## config.mk

```make
export PLATFORM = sky130hd
export DESIGN_NAME = envelope_shaper
export DESIGN_NICKNAME = d
export VERILOG_FILES = /design/src/rtl/synth_pkg.sv /design/src/rtl/envelope_gain_fsm.sv /design/src/rtl/envelope_shaper.sv
export SDC_FILE = /design/constraint.sdc
export NUM_CORES = 1
export LEC_CHECK = 0
export BUFFER_PORTS_ARGS = -buffer_cell sky130_fd_sc_hd__buf_2
export CAP_MARGIN = 20
export CORE_MARGIN = 2
export CORE_UTILIZATION = 60
export DETAILED_ROUTE_END_ITERATION = 7
export PLACE_DENSITY_LB_ADDON = 0.3
export SLEW_MARGIN = 20
export SYNTH_ARGS = -nofsm -noshare
export SYNTH_HDL_FRONTEND = slang
export SYNTH_HIERARCHICAL = 1
export SYNTH_SLANG_ARGS = --single-unit
```

## constraint.sdc

```tcl
create_clock -name clk -period 11.2 [get_ports clk]
set_clock_uncertainty 0.2 [all_clocks]
set_input_delay 2.24 -clock clk [delete_from_list [all_inputs] [get_ports clk]]
set_output_delay 2.24 -clock clk [all_outputs]
set_load 0.02 [all_outputs]
```

## src/rtl/synth_pkg.sv

```systemverilog
// synth_pkg: shared envelope state encoding and gain width
package synth_pkg;
  localparam int ENV_GAIN_W = 16;
  typedef enum logic [2:0] {IDLE, ATTACK, DECAY, SUSTAIN, RELEASE} env_state_t;
endpackage

```

## src/rtl/envelope_gain_fsm.sv

```systemverilog
// envelope_gain_fsm: ADSR state and gain register; ports clk, reset (async low), upd_i, note_start_i, note_done_rise_i, gain_o, state_o
module envelope_gain_fsm
  import synth_pkg::*;
#(
  parameter logic [ENV_GAIN_W-1:0] ATTACK_STEP   = 16'h0400,
  parameter logic [ENV_GAIN_W-1:0] DECAY_STEP    = 16'h0100,
  parameter logic [ENV_GAIN_W-1:0] SUSTAIN_LEVEL = 16'hC000,
  parameter logic [ENV_GAIN_W-1:0] RELEASE_STEP  = 16'h0080
) (
  input  logic                  clk,
  input  logic                  reset,
  input  logic                  upd_i,
  input  logic                  note_start_i,
  input  logic                  note_done_rise_i,
  output logic [ENV_GAIN_W-1:0] gain_o,
  output env_state_t            state_o
);
  env_state_t state_q, state_d;
  logic [ENV_GAIN_W-1:0] gain_q, gain_d;
  logic [ENV_GAIN_W:0] sum;
  assign sum = {1'b0, gain_q} + {1'b0, ATTACK_STEP};
  always_comb begin
    state_d = state_q;
    gain_d = gain_q;
    // events take the transition only; the new state's step waits for the next update
    if (note_start_i) state_d = ATTACK;
    else if (note_done_rise_i && (state_q inside {ATTACK, DECAY, SUSTAIN})) state_d = RELEASE;
    else if (upd_i) begin
      case (state_q)
        IDLE: gain_d = '0;
        ATTACK: begin
          gain_d = sum[ENV_GAIN_W] ? '1 : sum[ENV_GAIN_W-1:0];
          state_d = (sum >= {1'b0, {ENV_GAIN_W{1'b1}}}) ? DECAY : ATTACK;
        end
        DECAY: begin
          gain_d = ({1'b0, gain_q} <= {1'b0, SUSTAIN_LEVEL} + {1'b0, DECAY_STEP}) ? SUSTAIN_LEVEL : gain_q - DECAY_STEP;
          state_d = (gain_d == SUSTAIN_LEVEL) ? SUSTAIN : DECAY;
        end
        RELEASE: begin
          gain_d = (gain_q <= RELEASE_STEP) ? '0 : gain_q - RELEASE_STEP;
          state_d = (gain_q <= RELEASE_STEP) ? IDLE : RELEASE;
        end
        default: ;
      endcase
    end
  end
  always_ff @(posedge clk or negedge reset) begin
    if (!reset) begin
      state_q <= IDLE;
      gain_q <= '0;
    end else begin
      state_q <= state_d;
      gain_q <= gain_d;
    end
  end
  assign gain_o = gain_q;
  assign state_o = state_q;
endmodule

```

## src/rtl/envelope_shaper.sv

```systemverilog
// envelope_shaper: ADSR gain applied to note_player samples; ports clk, reset (async low), play_enable, note_start, note_done, sample_in/_valid, beat (ENV_BEAT_RATE_EN only), sample_out/_valid
module envelope_shaper
  import synth_pkg::*;
#(
  parameter logic [ENV_GAIN_W-1:0] ATTACK_STEP   = 16'h0400,
  parameter logic [ENV_GAIN_W-1:0] DECAY_STEP    = 16'h0100,
  parameter logic [ENV_GAIN_W-1:0] SUSTAIN_LEVEL = 16'hC000,
  parameter logic [ENV_GAIN_W-1:0] RELEASE_STEP  = 16'h0080
) (
  input  logic        clk,
  input  logic        reset,
  input  logic        play_enable,
  input  logic        note_start,
  input  logic        note_done,
  input  logic [15:0] sample_in,
  input  logic        sample_in_valid,
`ifdef ENV_BEAT_RATE_EN
  input  logic        beat,
`endif
  output logic [15:0] sample_out,
  output logic        sample_out_valid
);
  logic note_done_q, upd;
  logic [ENV_GAIN_W-1:0] gain;
  env_state_t state;
  logic signed [24:0] prod;
  logic [15:0] sample_out_q;
  logic sample_out_valid_q;
`ifdef ENV_BEAT_RATE_EN
  assign upd = beat & play_enable;
`else
  assign upd = sample_in_valid & play_enable;
`endif
  envelope_gain_fsm #(
    .ATTACK_STEP(ATTACK_STEP), .DECAY_STEP(DECAY_STEP),
    .SUSTAIN_LEVEL(SUSTAIN_LEVEL), .RELEASE_STEP(RELEASE_STEP)
  ) u_fsm (
    .clk(clk), .reset(reset), .upd_i(upd), .note_start_i(note_start),
    .note_done_rise_i(note_done & ~note_done_q), .gain_o(gain), .state_o(state)
  );
  // only the top 8 gain bits scale; zero-extended so the multiplier stays signed
  assign prod = $signed(sample_in) * $signed({1'b0, 8'(gain >> 8)});
  always_ff @(posedge clk or negedge reset) begin
    if (!reset) begin
      note_done_q <= 1'b0;
      sample_out_q <= '0;
      sample_out_valid_q <= 1'b0;
    end else begin
      note_done_q <= note_done;
      sample_out_valid_q <= sample_in_valid;
      if (sample_in_valid) sample_out_q <= 16'(prod >>> 8);
    end
  end
  assign sample_out = sample_out_q;
  assign sample_out_valid = sample_out_valid_q;
endmodule

```

==> summary.txt <==
Outcome
  • Status: finished, final reports clean

Logic synthesis
  • Syn Inst Count: 799
  • Synth warn: 6
  • Cell taking the most area after synthesis: fa_1
  • Ranking of synthesized cells by area: fa_1, dfrtp_1, ha_1, inv_1, and2_1
  • Sequential area share after synthesis: 13.4%
  • Synthesized flop and latch total: 37
  • Yosys top cell area share: 28.7%
  • Syn_area_per_cell: 8.65 um^2
  • Syn_nets: 973
  • Cell Area, Synth: 0.00691 mm^2
  • Synth cell types: 74
  • Async SR Flop Fraction: 100%
  • Ys flop type: dfrtp_1
  • EDFF count, synth: 0

Drt
  • Remaining DRCs: 0
  • DR vias: 5835
  • Post-route ant nets: 0
  • TritonRoute pass-1 iters: 7
  • Initial DRC Count: 555
  • Routed wire length: 16900 um
  • DR WL/cell: 17.5 um
  • Post-DR vias/cell: 6.03

Placed design
  • GP Congestion: 1.01
  • Pre-CTS setup slack: 4160 ps
  • Detailed Place HPWL: 13300 um
  • Placed cell areas: 0.00719 mm^2
  • DP Cell Count: 959
  • IO Port Bufs: 38

Floorplan
  • Die Height: 111 um
  • Die width: 111 um
  • Row cnt: 39
  • IO Count: 39
  • Die footprint: 0.0124 mm^2
  • Core area: 0.0113 mm^2
  • Initial core utilization: 61.0%

Worst hold path
  • Hold path startpoint: sample_out[0]
  • HP Class: reg2reg
  • Worst Hold Depth: 1
  • WHS Endpoint: sample_out[0]

Clock network
  • CTS tree: done
  • H-tree depth: 2
  • Clk pin slew, worst setup/hold paths: 60 ps
  • Post-cts gate resize count: 0
  • Number of hold buffers added after CTS: 0
  • Clock sinks: 37
  • Postcts setup bufs: 0
  • Clk buf depth: 2
  • Root buf cell: clkbuf_16
  • CTS Buf Count: 5
  • Skew-Pair Late Insertion Delay: 280 ps

Global routing
  • All-layer global routing usage: 29.0%
  • Vias in the first global route: 6021
  • Pin count of the biggest net entering global routing: 38
  • Gr ovfl total: 0
  • First-pass GRT wire length: 29300 um
  • Antenna violations before repair: 1

Setup path
  • Required @ worst endpoint: 11160 ps
  • Reg2Reg Launch Point: u_fsm/gain_o[11]
  • WP data arrival: 6700 ps
  • Worst R2R Path Depth: 14
  • Worst-path fanout max: 8
  • Worst setup path class: in2reg
  • Type of origin of the critical path: primary input
  • Reg-to-Reg End: sample_out[14]
  • R2r setup slk: 5570 ps
  • Crit. End Element: flip-flop

Layout
  • Commonest cells after routing, fill and taps aside: inv_1, nand2_1, fa_1
  • Ant. Diodes: 0
  • Finished Cell Area: 0.00738 mm^2
  • Synthesis-to-layout area growth: 6.88%
  • Commonest non-fill, non-tap cell in the layout: inv_1
  • Share of cells above drive strength 1: 8.62%
  • Fill cells: 978
  • Final #Nets: 997
  • Final std cells w/o fill: 967

Power
  • Worst vdd ir: 0.122 mV
  • Leak Pwr: 3.83 nW
  • P per Cell Area: 187 mW/mm^2

Run
  • Max cap viols: 0

STA
  • Unrepaired setup endpoints after global routing: false
  • Final hold vios: 0
  • Fin crit period: 6740 ps
  • Worst-margin pin slew: 1100 ps
  • Final Cycle Share: 60.2%
  • Setup-failing EPs final: 0
  • Final Worst Setup Slack: 4460 ps
  • Hold WS: 308 ps
  • Max-slew violations: 0
  • Relative slew slack: 26.8%
  • Aggregate negative setup slack: 0 ps
  • Fmax: 148 MHz
==> power by group <==
| group | leakage [nW] | switching, mW | internal, mW |
|---|---|---|---|
| clock | 0.0944 | 0.0578 | 0.128 |
| combinational | 3.26 | 0.591 | 0.376 |
| sequential | 0.480 | 0.0584 | 0.170 |
| total | 3.83 | 0.708 | 0.674 |
==> how the worst max path moves through the flow <==
stage,startpoint,endpoint,slack (ps),cells past startpoint
2_1_floorplan,sample_in[15],sample_out[14],4550,16
4_1_cts,sample_in[15],sample_out[14],4440,15
6_report,sample_in[15],sample_out[14],4460,15
3_5_place_dp,sample_in[15],sample_out[14],4160,17
3_3_place_gp,sample_in[15],sample_out[14],4260,17
5_1_grt,sample_in[15],sample_out[14],4170,15
==> per-layer routing <==
| metal | vias up | global-route usage [%] | part of all wire (%) |
|---|---|---|---|
| met2 | 236 | 48.0 | 48 |
| li1 | 2650 | - | - |
| met5 | - | 0 | 0 |
| met3 | 40 | 5.30 | 7.3 |
| met4 | 0 | 7.98 | 3.0 |
| met1 | 2909 | 39.6 | 42 |
==> synth_stat cells, types with 3 or more instances <==
master / instances
nand2b_1: 8
nor2_1: 23
clkbuf_1: 16
dfrtp_1: 37
o21ai_1: 4
nand4b_1: 3
ha_1: 53
nor4_1: 4
nand2_1: 101
a21o_1: 16
a311oi_1: 3
buf_6: 3
a22oi_1: 4
mux2_2: 5
and2_1: 63
o22ai_1: 3
nand4_1: 6
o31ai_1: 4
a221o_1: 4
buf_2: 7
fa_1: 99
o21ai_0: 13
a211oi_1: 3
o221ai_1: 3
and3_1: 3
o21a_1: 12
or3_1: 5
nor3_1: 10
nand3_1: 17
a31oi_1: 6
xnor2_1: 12
and4_1: 3
nor2b_1: 8
xor2_1: 7
inv_1: 154
o21bai_1: 4
a21oi_1: 22
a211o_1: 4
==> sequential cells by signal (all words and copies together), names as in the netlist <==
signal and cells:
sample_out 16, u_fsm/gain_o 16, u_fsm/state_o 3, note_done_q 1, sample_out_valid 1
==> final cells by class <==
| class | count | area, um^2 | area share (%) |
|---|---|---|---|
| clock inverters | 3 | 68.8 | 0.932 |
| flip-flops and latches | 37 | 926 | 12.5 |
| repair buffers | 44 | 235 | 3.19 |
| clock buffers | 5 | 125 | 1.69 |
| multi-input cells | 580 | 5270 | 71.3 |
| well taps | 143 | 179 | 2.42 |
| inverters | 155 | 582 | 7.88 |
==> worst max-delay path, cell delays in order <==
cell and delay, ps:
buf_2 150, nand2_1 150, fa_1 630, inv_1 160, fa_1 610, inv_1 90, fa_1 470, fa_1 550
inv_1 40, ha_1 370, and3_1 200, and2_1 200, a221o_1 390, a21o_1 160, a221o_1 280
==> stage by stage <==
step                power, mW  utilization, %
finish                   1.38            65.2
global route             1.53            65.2
CTS                      1.38            65.2
detailed placement       1.19            63.5
global placement         1.15            63.5
floorplan               0.951               -
==> logic make-up after synthesis <==
kind of cell / after synthesis / share of synthesized area (%)
compound gates: 135 / 14.5
xor+xnor: 19 / 2.41
fa+ha+maj: 152 / 38.3
buf+inv: 182 / 10.3
flops: 37 / 13.4
mux: 6 / 0.960
simple gates: 268 / 20.1
(Power assumes the default switching activity.)
